===== config.mk =====
export PLATFORM = sky130hd
export DESIGN_NAME = camera_step_controller
export DESIGN_NICKNAME = d
export VERILOG_FILES = /design/src/rtl/camera_step_controller.sv
export SDC_FILE = /design/constraint.sdc
export NUM_CORES = 1
export LEC_CHECK = 0
export CAP_MARGIN = 0
export CELL_PAD_IN_SITES_DETAIL_PLACEMENT = 1
export CELL_PAD_IN_SITES_GLOBAL_PLACEMENT = 2
export CORE_MARGIN = 5
export CORE_UTILIZATION = 40
export CTS_CLUSTER_SIZE = 28
export DETAILED_ROUTE_END_ITERATION = 6
export HOLD_SLACK_MARGIN = 0.03
export PLACE_DENSITY = 0.8
export SYNTH_ARGS = -nofsm -noshare
export SYNTH_HDL_FRONTEND = slang
export SYNTH_SLANG_ARGS = --single-unit

===== constraint.sdc =====
create_clock -name clk -period 3.7 [get_ports clk]
set_clock_uncertainty 0.2 [all_clocks]
set_input_delay 0.74 -clock clk [delete_from_list [all_inputs] [get_ports clk]]
set_output_delay 0.74 -clock clk [all_outputs]
set_load 0.05 [all_outputs]

===== src/rtl/camera_step_controller.sv =====
// camera_step_controller: turns six raw push-buttons (plus an orbit enable) into one-hot camera step pulses with auto-repeat.
// Latency: press to first step pulse is DEBOUNCE_CYCLES + 3 cycles (2-flop sync, debounce, FSM, output register).
// Backpressure: none; step outputs are single-cycle strobes that the pose block must always accept.
module camera_step_controller #(
  parameter logic [15:0] DEBOUNCE_CYCLES = 16'd50000,
  parameter logic [23:0] REPEAT_DELAY    = 24'd5000000,
  parameter logic [23:0] REPEAT_RATE     = 24'd1000000,
  parameter logic [23:0] ORBIT_PERIOD    = 24'd2000000
) (
  input  logic       clk,
  input  logic       rst_n,
  input  logic       btn_left,
  input  logic       btn_right,
  input  logic       btn_up,
  input  logic       btn_down,
  input  logic       btn_rot_left,
  input  logic       btn_rot_right,
  input  logic       orbit_en,
  output logic       step_left,
  output logic       step_right,
  output logic       step_up,
  output logic       step_down,
  output logic       step_rot_left,
  output logic       step_rot_right,
  output logic [1:0] mode
);

  // Bit order doubles as priority order: bit 0 (left) is the highest priority.
  // Opposing pairs sit on adjacent bits {0,1}, {2,3}, {4,5}.
  localparam int NBTN = 6;
  localparam int ROT_RIGHT = 5;

  localparam logic [1:0] MODE_IDLE   = 2'd0;
  localparam logic [1:0] MODE_MANUAL = 2'd1;
  localparam logic [1:0] MODE_ORBIT  = 2'd2;

  typedef enum logic [1:0] {
    ST_IDLE  = 2'd0,
    ST_FIRST = 2'd1,
    ST_HOLD  = 2'd2,
    ST_ORBIT = 2'd3
  } state_t;

  logic [NBTN-1:0] btn_raw;
  logic [NBTN-1:0] sync1_q;
  logic [NBTN-1:0] sync2_q;
  logic [NBTN-1:0] deb_lvl;
  logic [NBTN-1:0] pressed;
  logic [NBTN-1:0] win_oh;
  logic            win_vld;

  state_t          state_q, state_d;
  logic [NBTN-1:0] dir_q, dir_d;
  logic [23:0]     rep_cnt_q, rep_cnt_d;
  logic [23:0]     orb_cnt_q, orb_cnt_d;
  logic [NBTN-1:0] step_q, step_d;
  logic [1:0]      mode_q, mode_d;

  assign btn_raw = {btn_rot_right, btn_rot_left, btn_down, btn_up, btn_right, btn_left};

  // Two-flop synchronizer for the asynchronous button inputs.
  always_ff @(posedge clk or negedge rst_n) begin
    if (!rst_n) begin
      sync1_q <= '0;
      sync2_q <= '0;
    end else begin
      sync1_q <= btn_raw;
      sync2_q <= sync1_q;
    end
  end

  // One debouncer per button, each with its own mismatch run counter.
  for (genvar g = 0; g < NBTN; g++) begin : g_deb
    logic [15:0] cnt_q, cnt_d;
    logic        lvl_q, lvl_d;

    // Count consecutive cycles where the synchronized level disagrees with the accepted level;
    // accept the new level on the DEBOUNCE_CYCLES-th such cycle, clear the count on any agreeing cycle.
    always_comb begin
      cnt_d = '0;
      lvl_d = lvl_q;
      if (sync2_q[g] != lvl_q) begin
        if (({1'b0, cnt_q} + 17'd1) >= {1'b0, DEBOUNCE_CYCLES}) begin
          lvl_d = sync2_q[g];
          cnt_d = '0;
        end else begin
          cnt_d = cnt_q + 16'd1;
        end
      end
    end

    // Debounce state register.
    always_ff @(posedge clk or negedge rst_n) begin
      if (!rst_n) begin
        cnt_q <= '0;
        lvl_q <= 1'b0;
      end else begin
        cnt_q <= cnt_d;
        lvl_q <= lvl_d;
      end
    end

    assign deb_lvl[g] = lvl_q;
  end

  // Opposing directions held together cancel each other out.
  assign pressed[0] = deb_lvl[0] & ~deb_lvl[1];
  assign pressed[1] = deb_lvl[1] & ~deb_lvl[0];
  assign pressed[2] = deb_lvl[2] & ~deb_lvl[3];
  assign pressed[3] = deb_lvl[3] & ~deb_lvl[2];
  assign pressed[4] = deb_lvl[4] & ~deb_lvl[5];
  assign pressed[5] = deb_lvl[5] & ~deb_lvl[4];

  // Lowest set bit is the highest-priority direction; isolate it as a one-hot winner.
  assign win_oh  = pressed & (~pressed + 6'd1);
  assign win_vld = |pressed;

  // Next state, timers and step pulse selection.
  always_comb begin
    state_d   = state_q;
    dir_d     = dir_q;
    rep_cnt_d = rep_cnt_q;
    orb_cnt_d = orb_cnt_q;
    step_d    = '0;
    case (state_q)
      ST_IDLE: begin
        if (win_vld) begin
          state_d = ST_FIRST;
        end else if (orbit_en) begin
          state_d   = ST_ORBIT;
          orb_cnt_d = '0;
        end
      end
      ST_FIRST: begin
        if (win_vld) begin
          step_d    = win_oh;
          dir_d     = win_oh;
          rep_cnt_d = REPEAT_DELAY;
          state_d   = ST_HOLD;
        end else if (orbit_en) begin
          state_d   = ST_ORBIT;
          orb_cnt_d = '0;
        end else begin
          state_d = ST_IDLE;
        end
      end
      ST_HOLD: begin
        if (!win_vld) begin
          if (orbit_en) begin
            state_d   = ST_ORBIT;
            orb_cnt_d = '0;
          end else begin
            state_d = ST_IDLE;
          end
        end else if (win_oh != dir_q) begin
          // New direction restarts with its own first pulse; the old one is dropped silently.
          state_d = ST_FIRST;
        end else if (rep_cnt_q <= 24'd1) begin
          // This cycle's decrement reaches zero: repeat pulse and reload the repeat interval.
          step_d    = dir_q;
          rep_cnt_d = REPEAT_RATE;
        end else begin
          rep_cnt_d = rep_cnt_q - 24'd1;
        end
      end
      default: begin
        // ST_ORBIT: any manual winner takes over immediately.
        if (win_vld) begin
          state_d = ST_FIRST;
        end else if (!orbit_en) begin
          state_d = ST_IDLE;
        end else if (({1'b0, orb_cnt_q} + 25'd1) >= {1'b0, ORBIT_PERIOD}) begin
          step_d[ROT_RIGHT] = 1'b1;
          orb_cnt_d         = '0;
        end else begin
          orb_cnt_d = orb_cnt_q + 24'd1;
        end
      end
    endcase
  end

  // Mode reports the state the FSM was in, registered alongside the step pulses.
  always_comb begin
    case (state_q)
      ST_FIRST, ST_HOLD: mode_d = MODE_MANUAL;
      ST_ORBIT:          mode_d = MODE_ORBIT;
      default:           mode_d = MODE_IDLE;
    endcase
  end

  // FSM state, timers and registered outputs.
  always_ff @(posedge clk or negedge rst_n) begin
    if (!rst_n) begin
      state_q   <= ST_IDLE;
      dir_q     <= '0;
      rep_cnt_q <= '0;
      orb_cnt_q <= '0;
      step_q    <= '0;
      mode_q    <= MODE_IDLE;
    end else begin
      state_q   <= state_d;
      dir_q     <= dir_d;
      rep_cnt_q <= rep_cnt_d;
      orb_cnt_q <= orb_cnt_d;
      step_q    <= step_d;
      mode_q    <= mode_d;
    end
  end

  assign step_left      = step_q[0];
  assign step_right     = step_q[1];
  assign step_up        = step_q[2];
  assign step_down      = step_q[3];
  assign step_rot_left  = step_q[4];
  assign step_rot_right = step_q[5];
  assign mode           = mode_q;

endmodule


# --- Yosys cells after proc, flatten, opt, wreduce, memory -nomap -nowiden ---
# Cells that the tools add are included.
word_totals:
  mem_bits_ro: 0
  word_cells: 132
  inputBits: 9
  out_inout_bits: 8
  ram_bits: 0
  regBits: 178
  latch_bits: 0
  n_memories: 0
op_classes:
  n_addsub: 16
  n_reduce_logical: 15
  n_shift: 0
  eq_ne: 16
  n_lt_le_gt_ge: 8
  multipliers: 0
  mux: 42
  n_div: 0
  bitwise: 15
op_table:
  columns: ["operator", "n"]
  rows:
  - ["2-to-1 mux 24 bit", 10]
  - ["2-to-1 mux 16 bit", 12]
  - ["adder 16 x 1 -> 17 bit (second input constant)", 6]
  - [">= comparator 17 x 16 -> 1 bit (second input constant)", 6]
  - ["adder 16 x 1 -> 16 bit (second input constant)", 6]
  - ["one-hot mux 24 bit (2 select lines)", 1]
  - ["adder 24 x 1 -> 25 bit (second input constant)", 1]
  - [">= comparator 25 x 21 -> 1 bit (second input constant)", 1]
  - ["adder 24 x 1 -> 24 bit (second input constant)", 1]
  - ["less-or-equal comparator 24 x 1 -> 1 bit (second input constant)", 1]
  - ["2-to-1 mux 6 bit", 4]
  - ["subtractor 24 x 1 -> 24 bit (second input constant)", 1]
  - ["2-to-1 mux 2 bit", 8]
  - ["AND reduction 2 bit", 8]
  - ["one-hot mux 5 bit (2 select lines)", 1]
  - ["NOT 1 bit", 7]
  - ["adder 6 x 1 -> 6 bit (second input constant)", 1]
  - ["AND 1 bit", 6]
  - ["AND 6 bit", 1]
  - ["inequality test 1 bit", 6]
  - ["inequality test 2 bit (second input constant)", 3]
  - ["inequality test 3 bit (second input constant)", 2]
  - ["inequality test 6 bit", 1]
  - ["NOT 6 bit", 1]
  - ["14 further kinds", 17]

# --- Depth between registers and ports, before layout ---
# Gate-level depths: netlist (run 1).
logic_depth:
  ltp_word: 9
  depth_mapped: 13
  ltp_nobuf: 10

# --- Least setup slack after synthesis (run 1) ---
# OpenSTA, ideal clock, no wires.
synth_timing:
  kind: "reg-to-reg"
  start: "register g_deb[3].cnt_q[0]"
  end: "register g_deb[3].cnt_q[10]"
  period_less_slack_ns: 2.976
  stages_incl_launch_ff: 14
  setup_slack_ns: 0.724
  arrival_ns: 2.704
  setup_ns: 0.072
  n_path_buf: 4
  required_ns: 3.428
  cell_sequence: "dfrtp_1 > ha_1 > and4_1 > clkbuf_1 > and3_1 > clkbuf_1 > and2_1 > or3_1 > a221oi_1 > o22ai_1 > nand2b_1 > clkbuf_1 > clkbuf_1 > nor2_1"
synth_between:
  elab_chain_cells: 4
  word_cells_on_any_way: 5
  cone_classes: "add/sub: 2; order compare: 1; mux: 2"
synth_rtl:
  columns: ["element", "line", "text"]
  rows:
  - ["start, declared", "74", "logic [15:0] cnt_q, cnt_d;"]
  - ["start signal, assigned", "98", "cnt_q <= cnt_d;"]
  - ["adder 16 x 1 -> 17 bit", "83", "if (({1'b0, cnt_q} + 17'd1) >= {1'b0, DEBOUNCE_CYCLES}) begin"]
  - [">= comparator 17 x 16 -> 1 bit", "83", null]
  - ["2-to-1 mux 16 bit *", "83", null]
  - ["2-to-1 mux 16 bit *", "82", "if (sync2_q[g] != lvl_q) begin"]
  - ["named net g_deb[3].cnt_d[10]", "74", null]
# The timed path passes the listed nets; every way through them passes the cells marked *.
# A chain may end at the register's enable or synchronous reset.

# --- Worst setup path after layout (run 1) ---
layout_timing:
  start: "register orb_cnt_q[0]"
  end: "register orb_cnt_q[9]"
layout_between:
  elab_chain_cells: 6
  word_cells_on_any_way: 7
  cone_classes: "add/sub: 2; order compare: 1; mux: 4"
layout_rtl:
  columns: ["element", "line", "text"]
  rows:
  - ["start, declared", "55", "logic [23:0] orb_cnt_q, orb_cnt_d;"]
  - ["start signal, assigned", "204", "orb_cnt_q <= orb_cnt_d;"]
  - ["adder 24 x 1 -> 25 bit", "172", "end else if (({1'b0, orb_cnt_q} + 25'd1) >= {1'b0, ORBIT_PERIOD}) begin"]
  - [">= comparator 25 x 21 -> 1 bit", "172", null]
  - ["2-to-1 mux 24 bit *", "172", null]
  - ["2-to-1 mux 24 bit *", "170", "end else if (!orbit_en) begin"]
  - ["2-to-1 mux 24 bit *", "168", "if (win_vld) begin"]
  - ["2-to-1 mux 24 bit *", null, null]
# Mark *: on every way between the ends. The rest lies on a longest branch, timed or not. The select of a mux whose other input is x is not followed.

==> run_summary.xml, run 1 <==
<?xml version="1.0" encoding="UTF-8"?>
<metrics>
  <group name="synthesis">
    <metric name="post_synth.cell_area_avg" unit="sq um">9.062</metric>
    <metric name="synthFlopType" unit="">dfrtp_1</metric>
    <metric name="synth_seq_cells" unit="">178</metric>
    <metric name="synth_edf_count" unit="">0</metric>
    <metric name="syn-cell-area" unit="sq um">9960</metric>
    <metric name="yosysWarnings" unit="">0</metric>
    <metric name="part_of_the_yosys_area_used_for_sequential_elements" unit="%">44.72</metric>
    <metric name="synthCells" unit="">1099</metric>
    <metric name="synth_fp_nets" unit="">1127</metric>
    <metric name="synth.lib_cells_used.distinct" unit="">80</metric>
    <metric name="asyncSetResetFlopFracSynth" unit="%">100.0</metric>
  </group>
  <group name="placed_design">
    <metric name="dpl-instance-area" unit="sq um">10480</metric>
    <metric name="dp.final_hpwl" unit="mm">15.89</metric>
    <metric name="post-place-cells" unit="">1407</metric>
    <metric name="dpl_worst_slack" unit="ns">0.3124</metric>
    <metric name="io_buffer_count" unit="">16</metric>
    <metric name="gp_congestion" unit="">0.7930</metric>
  </group>
  <group name="cells_and_area">
    <metric name="final_core_util" unit="%">45.34</metric>
    <metric name="nFillCells" unit="">2864</metric>
    <metric name="layout.cells.most_common_list" unit="">dfrtp_1, nor2_1, nand2_1, xnor2_1, xor2_1</metric>
    <metric name="antenna_cells" unit="">0</metric>
    <metric name="final_nets" unit="">1130</metric>
    <metric name="fin_area" unit="sq um">11060</metric>
    <metric name="final_cells" unit="">1438</metric>
    <metric name="areaGrowthSynthToFinish" unit="%">11.04</metric>
    <metric name="commonest_non_fill_non_tap_cell_in_the_layout" unit="">dfrtp_1</metric>
    <metric name="proportion_of_layout_cells_with_a_drive_suffix_above_1" unit="%">7.540</metric>
  </group>
  <group name="clock_network">
    <metric name="ctsHtreeMaxLevel" unit="">4</metric>
    <metric name="clock-root-buffer" unit="">clkbuf_16</metric>
    <metric name="numClockSinks" unit="">178</metric>
    <metric name="cts_repair_resize_count" unit="">0</metric>
    <metric name="cts_tree" unit="">yes</metric>
    <metric name="cts_buffer_depth" unit="">2</metric>
    <metric name="clkLatencyLatePin" unit="ns">0.43</metric>
    <metric name="post_cts.repair.setup_buffers" unit="">0</metric>
    <metric name="cts_clk_pin_slew_worst_paths" unit="ns">0.08</metric>
    <metric name="cts-hold-fix-buffers" unit="">0</metric>
    <metric name="cts_made_buffers" unit="">17</metric>
  </group>
  <group name="global_route">
    <metric name="grt_pass1_vias" unit="">8025</metric>
    <metric name="initial_antenna_violation_count" unit="">0</metric>
    <metric name="grt_start_max_net_pins" unit="">69</metric>
    <metric name="first_pass_grt_wire_length" unit="mm">39.90</metric>
    <metric name="grt_overflow" unit="">0</metric>
    <metric name="globalRouteTotalUtil" unit="%">16.69</metric>
  </group>
  <group name="route">
    <metric name="wl_per_cell" unit="microns">16.09</metric>
    <metric name="detailedRoute.firstIterationViolations" unit="">436</metric>
    <metric name="vias" unit="">7818</metric>
    <metric name="antenna_violating_nets_post_route" unit="">0</metric>
    <metric name="drt-vias-per-instance" unit="">5.437</metric>
    <metric name="wl" unit="mm">23.13</metric>
    <metric name="detail_route.drc_violations" unit="">0</metric>
    <metric name="detailedRoute.firstPassIterationCount" unit="">4</metric>
  </group>
  <group name="critical_path">
    <metric name="worstSetupPathType" unit="">flop to flop</metric>
    <metric name="timing.critical_path.slowest_stage_cell" unit="">o311ai_1</metric>
    <metric name="worstPathCellList" unit="">ha_1 -&gt; nand3_1 -&gt; buf_4 -&gt; or2_2 -&gt; o31ai_1 -&gt; a21oi_1 -&gt; nand4b_1 -&gt; a21oi_4 -&gt; nand2_2 -&gt; o311ai_1</metric>
    <metric name="critical_path_required_time" unit="ns">3.81</metric>
    <metric name="critical_path.top_delay_family" unit="">compound AO/OA/AOI/OAI gates</metric>
    <metric name="crit_arrival" unit="ns">3.55</metric>
    <metric name="largest_fanout_of_any_net_on_the_critical_path" unit="">13</metric>
    <metric name="critical_path.startpoint_type" unit="">flop</metric>
    <metric name="worst_setup_ep_type" unit="">flop</metric>
    <metric name="slowest_delay" unit="ns">0.42</metric>
    <metric name="crit_buf_inv" unit="">1</metric>
    <metric name="rrSetupSlack" unit="ns">0.26</metric>
  </group>
  <group name="die">
    <metric name="placement_rows" unit="">57</metric>
    <metric name="dieHeight" unit="microns">167.8</metric>
    <metric name="ios" unit="">17</metric>
    <metric name="core_area" unit="sq um">24390</metric>
    <metric name="initial_core_util" unit="%">40.83</metric>
    <metric name="fp.dieArea" unit="sq um">28160</metric>
    <metric name="floorplan.die.width" unit="microns">167.8</metric>
  </group>
  <group name="sta">
    <metric name="final.setup.tns" unit="ns">0</metric>
    <metric name="final_min_period_over_clock_period" unit="%">92.95</metric>
    <metric name="timing_worst_slew_pin_value" unit="ns">0.8423</metric>
    <metric name="min_period" unit="ns">3.439</metric>
    <metric name="rsz0062_at_grt" unit="">false</metric>
    <metric name="max_freq" unit="MHz">290.8</metric>
    <metric name="finalHoldViolCount" unit="">0</metric>
    <metric name="max_slew_margin" unit="%">43.71</metric>
    <metric name="setup_violations" unit="">0</metric>
    <metric name="final_worst_setup_slack" unit="ns">0.2608</metric>
    <metric name="hold_slack" unit="ns">0.07863</metric>
    <metric name="slew_viol_final" unit="">0</metric>
  </group>
  <group name="outcome">
    <metric name="outcome" unit="">completed</metric>
  </group>
  <group name="run">
    <metric name="max-cap-violations" unit="">0</metric>
  </group>
  <group name="power">
    <metric name="vdd_ir_drop_max" unit="uV">276.4</metric>
    <metric name="cellPowerDensity" unit="nW/um^2">388.0</metric>
    <metric name="power.total" unit="mW">4.291</metric>
    <metric name="power.static_leakage" unit="nW">4.702</metric>
  </group>
  <group name="min_path">
    <metric name="hp-class" unit="">input port to async pin</metric>
  </group>
</metrics>
[flip-flops by register name, indices dropped and copies added, names as in the netlist]
| register | count |
|---|---|
| dir_q | 6 |
| g_deb.cnt_q | 96 |
| g_deb.lvl_q | 6 |
| mode | 2 |
| orb_cnt_q | 24 |
| rep_cnt_q | 24 |
| state_q | 2 |
| step_q | 6 |
| sync1_q | 6 |
| sync2_q | 6 |
[worst reg2reg max path, delay by kind of cell (launching register included)]
family / cells / cell delay, ns
adder cells (fa/ha/maj): 1 / 0.24
AO/OA/AOI/OAI: 4 / 1.15
AND/OR/NAND/NOR: 4 / 1.11
buffers and inverters: 1 / 0.20
flip-flops: 1 / 0.41
[metal layers]
metal | vias up | wire [microns] | GRT usage [%]
li1 | 3874 | - | -
met1 | 3893 | 11250 | 22.22
met2 | 41 | 11380 | 28.62
met3 | 10 | 357 | 2.649
met4 | 0 | 147 | 4.128
met5 | - | 0 | 0
[cells by family after synthesis]
group,Yosys count,synth area share [%]
AOI/OAI and AO/OA,193,13.62
DFF,178,44.72
muxes,14,1.482
xor gates and xnor gates,106,9.322
and+or+nand+nor,507,25.11
adders and majority gates,19,2.387
buffers and inverters,82,3.354
[layout make-up]
type                            count  area [sq um]  area share, %
Clock buffer                       17         425.4          3.847
Timing Repair Buffer               37         334.1          3.021
Tap cell                          324         405.4          3.666
Sequential cell                   178          4454          40.28
Multi-Input combinational cell    839          5177          46.82
Inverter                           29         108.9         0.9843
Clock inverter                     14         153.9          1.392
[synthesized netlist by cell type, drive strengths merged (3+ instances only)]
cell type / instances / share of area [%]
a31oi: 12 / 0.75
nand3: 50 / 2.5
or4: 3 / 0.23
or2: 4 / 0.25
buf: 14 / 0.79
a21boi: 5 / 0.38
o311ai: 5 / 0.52
a211oi: 7 / 0.53
o21ai: 44 / 2.2
a21o: 6 / 0.45
mux2: 6 / 0.68
o31ai: 11 / 0.93
a32oi: 3 / 0.26
o21a: 3 / 0.23
nand2: 107 / 4.1
dfrtp: 178 / 45
ha: 19 / 2.4
nor2: 168 / 6.3
nor2b: 8 / 0.50
a31o: 6 / 0.53
o211ai: 10 / 0.75
or3: 16 / 1.0
a221oi: 4 / 0.41
a22o: 6 / 0.53
a221o: 3 / 0.30
and3: 27 / 1.7
o41ai: 6 / 0.68
o22ai: 5 / 0.31
nor3: 31 / 1.6
a21oi: 35 / 1.9
mux2i: 8 / 0.80
nor4: 10 / 0.99
inv: 29 / 1.1
and2: 21 / 1.3
clkbuf: 39 / 1.5
and4: 13 / 1.1
xor2: 52 / 4.6
nand2b: 7 / 0.44
nand4: 32 / 2.2
xnor2: 54 / 4.7
[report_power, final]
part           internal, mW  switching (mW)
sequential             1.99          0.0445
combinational         0.150           0.281
clock                  1.00           0.820
[path summary, 6_finish.rpt]
path / from / to / depth (start not counted)
max: orb_cnt_q[0] / orb_cnt_q[9] / 10
min: rst_n / g_deb[3].cnt_q[0] / 1
max reg2reg: orb_cnt_q[0] / orb_cnt_q[9] / 10
min reg2reg: sync1_q[5] / sync2_q[5] / 0
max in group asynchronous: rst_n / g_deb[1].lvl_q / 2
min in group clk: sync1_q[5] / sync2_q[5] / 0
Note: power is estimated with default switching activity, not from simulation.
==> run 2, diff against run 1 <==
Settings changed: SKIP_LAST_GASP from default to 1.
Clock period 3.7 ns to 3.6 ns, I/O delays scaled along.
==> run 2 against run 1 <==
  * Fmax grew 5.5%
  * Sequential power grew 2%
  * Power grew 6.3%
  * First-iteration DRC count shrank 35%
  * Highest routed layer unchanged
  * Global-route usage grew 0.24 points
  * Critical path depth is the same
  * Sequential cell count is the same
  * Clock power grew 10%
==> run_summary.xml, run 2 (same netlist as run 1, synthesis figures left out) <==
<?xml version="1.0" encoding="UTF-8"?>
<metrics>
  <group name="die">
    <metric name="core_area" unit="sq um">24390</metric>
    <metric name="placement_rows" unit="">57</metric>
    <metric name="dieHeight" unit="microns">167.8</metric>
    <metric name="ios" unit="">17</metric>
    <metric name="initial_core_util" unit="%">40.83</metric>
    <metric name="floorplan.die.width" unit="microns">167.8</metric>
    <metric name="fp.dieArea" unit="sq um">28160</metric>
  </group>
  <group name="clock_network">
    <metric name="clkLatencyLatePin" unit="ns">0.43</metric>
    <metric name="clock-root-buffer" unit="">clkbuf_16</metric>
    <metric name="cts_tree" unit="">yes</metric>
    <metric name="cts_clk_pin_slew_worst_paths" unit="ns">0.07</metric>
    <metric name="numClockSinks" unit="">178</metric>
    <metric name="cts_buffer_depth" unit="">2</metric>
    <metric name="cts_made_buffers" unit="">17</metric>
    <metric name="ctsHtreeMaxLevel" unit="">4</metric>
    <metric name="cts-hold-fix-buffers" unit="">0</metric>
    <metric name="post_cts.repair.setup_buffers" unit="">0</metric>
    <metric name="cts_repair_resize_count" unit="">0</metric>
  </group>
  <group name="critical_path">
    <metric name="largest_fanout_of_any_net_on_the_critical_path" unit="">10</metric>
    <metric name="worstPathCellList" unit="">ha_1 -&gt; nand3_1 -&gt; or4_1 -&gt; o211ai_1 -&gt; o211ai_1 -&gt; a221oi_2 -&gt; a21oi_4 -&gt; buf_4 -&gt; and2_1 -&gt; a22o_1</metric>
    <metric name="critical_path.most_common_cell" unit="">o211ai_1</metric>
    <metric name="critical_path.top_delay_family" unit="">compound AO/OA/AOI/OAI gates</metric>
    <metric name="crit_buf_inv" unit="">1</metric>
    <metric name="worstSetupPathType" unit="">flop to flop</metric>
    <metric name="critical_path.startpoint_type" unit="">flop</metric>
    <metric name="timing.critical_path.slowest_stage_cell" unit="">a221oi_2</metric>
    <metric name="critical_path_required_time" unit="ns">3.72</metric>
    <metric name="worst_setup_ep_type" unit="">flop</metric>
    <metric name="crit_arrival" unit="ns">3.39</metric>
    <metric name="slowest_delay" unit="ns">0.49</metric>
  </group>
  <group name="route">
    <metric name="detailedRoute.firstIterationViolations" unit="">284</metric>
    <metric name="antenna_violating_nets_post_route" unit="">0</metric>
    <metric name="detailedRoute.firstPassIterationCount" unit="">4</metric>
    <metric name="vias" unit="">7837</metric>
    <metric name="detail_route.drc_violations" unit="">0</metric>
    <metric name="drt-vias-per-instance" unit="">5.439</metric>
    <metric name="wl" unit="mm">23.15</metric>
    <metric name="wl_per_cell" unit="microns">16.06</metric>
  </group>
  <group name="cells_and_area">
    <metric name="registers.top_by_ff_count" unit="">g_deb.cnt_q</metric>
    <metric name="final_nets" unit="">1132</metric>
    <metric name="reg.largest.list" unit="">g_deb.cnt_q (96), orb_cnt_q (24), rep_cnt_q (24)</metric>
    <metric name="nFillCells" unit="">2857</metric>
    <metric name="largest_register_ffs" unit="">96</metric>
    <metric name="layout.cells.most_common_list" unit="">dfrtp_1, nor2_1, nand2_1, xnor2_1, xor2_1</metric>
    <metric name="commonest_non_fill_non_tap_cell_in_the_layout" unit="">dfrtp_1</metric>
    <metric name="antenna_cells" unit="">0</metric>
    <metric name="areaGrowthSynthToFinish" unit="%">11.68</metric>
    <metric name="final_core_util" unit="%">45.60</metric>
    <metric name="proportion_of_layout_cells_with_a_drive_suffix_above_1" unit="%">7.610</metric>
  </group>
  <group name="global_route">
    <metric name="grt_start_max_net_pins" unit="">75</metric>
    <metric name="first_pass_grt_wire_length" unit="mm">40.42</metric>
    <metric name="grt_pass1_vias" unit="">8205</metric>
    <metric name="globalRouteTotalUtil" unit="%">16.94</metric>
    <metric name="grt_overflow" unit="">0</metric>
    <metric name="initial_antenna_violation_count" unit="">0</metric>
  </group>
  <group name="placed_design">
    <metric name="io_buffer_count" unit="">16</metric>
    <metric name="dp.final_hpwl" unit="mm">15.88</metric>
    <metric name="dpl_worst_slack" unit="ns">0.3926</metric>
    <metric name="gp_congestion" unit="">0.7806</metric>
  </group>
  <group name="sta">
    <metric name="timing_worst_slew_pin_value" unit="ns">0.6309</metric>
    <metric name="finalHoldViolCount" unit="">0</metric>
    <metric name="rsz0062_at_grt" unit="">false</metric>
    <metric name="final_min_period_over_clock_period" unit="%">90.57</metric>
    <metric name="min_period" unit="ns">3.261</metric>
    <metric name="final_worst_setup_slack" unit="ns">0.3395</metric>
    <metric name="max_freq" unit="MHz">306.7</metric>
    <metric name="setup_violations" unit="">0</metric>
    <metric name="max_slew_margin" unit="%">57.94</metric>
    <metric name="final.setup.tns" unit="ns">0</metric>
    <metric name="slew_viol_final" unit="">0</metric>
  </group>
  <group name="min_path">
    <metric name="hp-class" unit="">input port to async pin</metric>
  </group>
  <group name="power">
    <metric name="power.static_leakage" unit="nW">4.737</metric>
    <metric name="vdd_ir_drop_max" unit="uV">274.9</metric>
    <metric name="cellPowerDensity" unit="nW/um^2">410.1</metric>
  </group>
  <group name="outcome">
    <metric name="outcome" unit="">completed</metric>
  </group>
  <group name="run">
    <metric name="max-cap-violations" unit="">0</metric>
  </group>
</metrics>
[run 2: cell types whose count changed in the layout (fill, tap and decap cells not counted)]
cell and delta:
clkinv_4 -1, clkbuf_8 +1, clkbuf_1 +2, inv_6 -4, bufinv_16 +2, inv_8 +1
buf_4 +2
[run 2: per-stage QoR]
step	hold WS [ns]	instance area [sq um]	total power [mW]	cells
after global routing	0.1412	11120	4.770	1441
after floorplan	0.1312	9960	2.411	1099
after CTS	0.1131	11120	4.635	1441
final	0.08707	11120	4.561	1441
after global placement	0.1347	10500	2.585	1409
after detailed placement	0.1394	10500	2.594	1409
[run 2: power by group]
part	leakage, nW	total (mW)	internal [mW]	switching (mW)
logic	2.00	0.455	0.161	0.294
registers	2.44	2.09	2.05	0.0434
clock network	0.298	2.01	1.19	0.827
total	4.74	4.56	3.40	1.16
[run 2: final cells by class]
class	instances	area, sq um	share of cell area [%]
clock inverters	12	181.4	1.631
flip-flops and latches	178	4454	40.04
multi-input cells	839	5177	46.55
clock buffers	20	446.7	4.016
repair buffers	39	349.1	3.138
well taps	324	405.4	3.645
inverters	29	108.9	0.9786
[run 2: worst reg2reg max path, cell delays in order (launching register included)]
cell and delay (ns):
dfrtp_1 0.41, ha_1 0.24, nand3_1 0.21, or4_1 0.48
o211ai_1 0.18, o211ai_1 0.14, a221oi_2 0.49, a21oi_4 0.12
buf_4 0.19, and2_1 0.25, a22o_1 0.25
[run 2: metal layers]
| metal | vias to the layer above | wire length, microns | part of all wire [%] | GRT usage, % |
|---|---|---|---|---|
| li1 | 3880 | - | - | - |
| met1 | 3902 | 11250 | 49 | 22.63 |
| met2 | 40 | 11310 | 49 | 28.88 |
| met3 | 15 | 378 | 1.6 | 2.837 |
| met4 | 0 | 205 | 0.89 | 4.058 |
| met5 | - | 0 | 0 | 0 |
[run 2: final timing paths]
kind                            slack (ns)  cells after the start                end         start
worst max-delay path                  0.34                     10       orb_cnt_q[7]  orb_cnt_q[0]
worst min-delay path                  0.09                      1  g_deb[3].cnt_q[1]         rst_n
worst max register to register        0.34                     10       orb_cnt_q[7]  orb_cnt_q[0]
worst min register to register        0.15                      0         sync2_q[3]    sync1_q[3]
max in group asynchronous             2.28                      2  g_deb[0].cnt_q[9]         rst_n
min in group clk                      0.15                      0         sync2_q[3]    sync1_q[3]
==> run 3, diff against run 2 <==
Settings changed: SLEW_MARGIN from default to 5.
==> results of run 3 <==
Same layout as run 2: the final DEF is identical, and so are final timing and power.
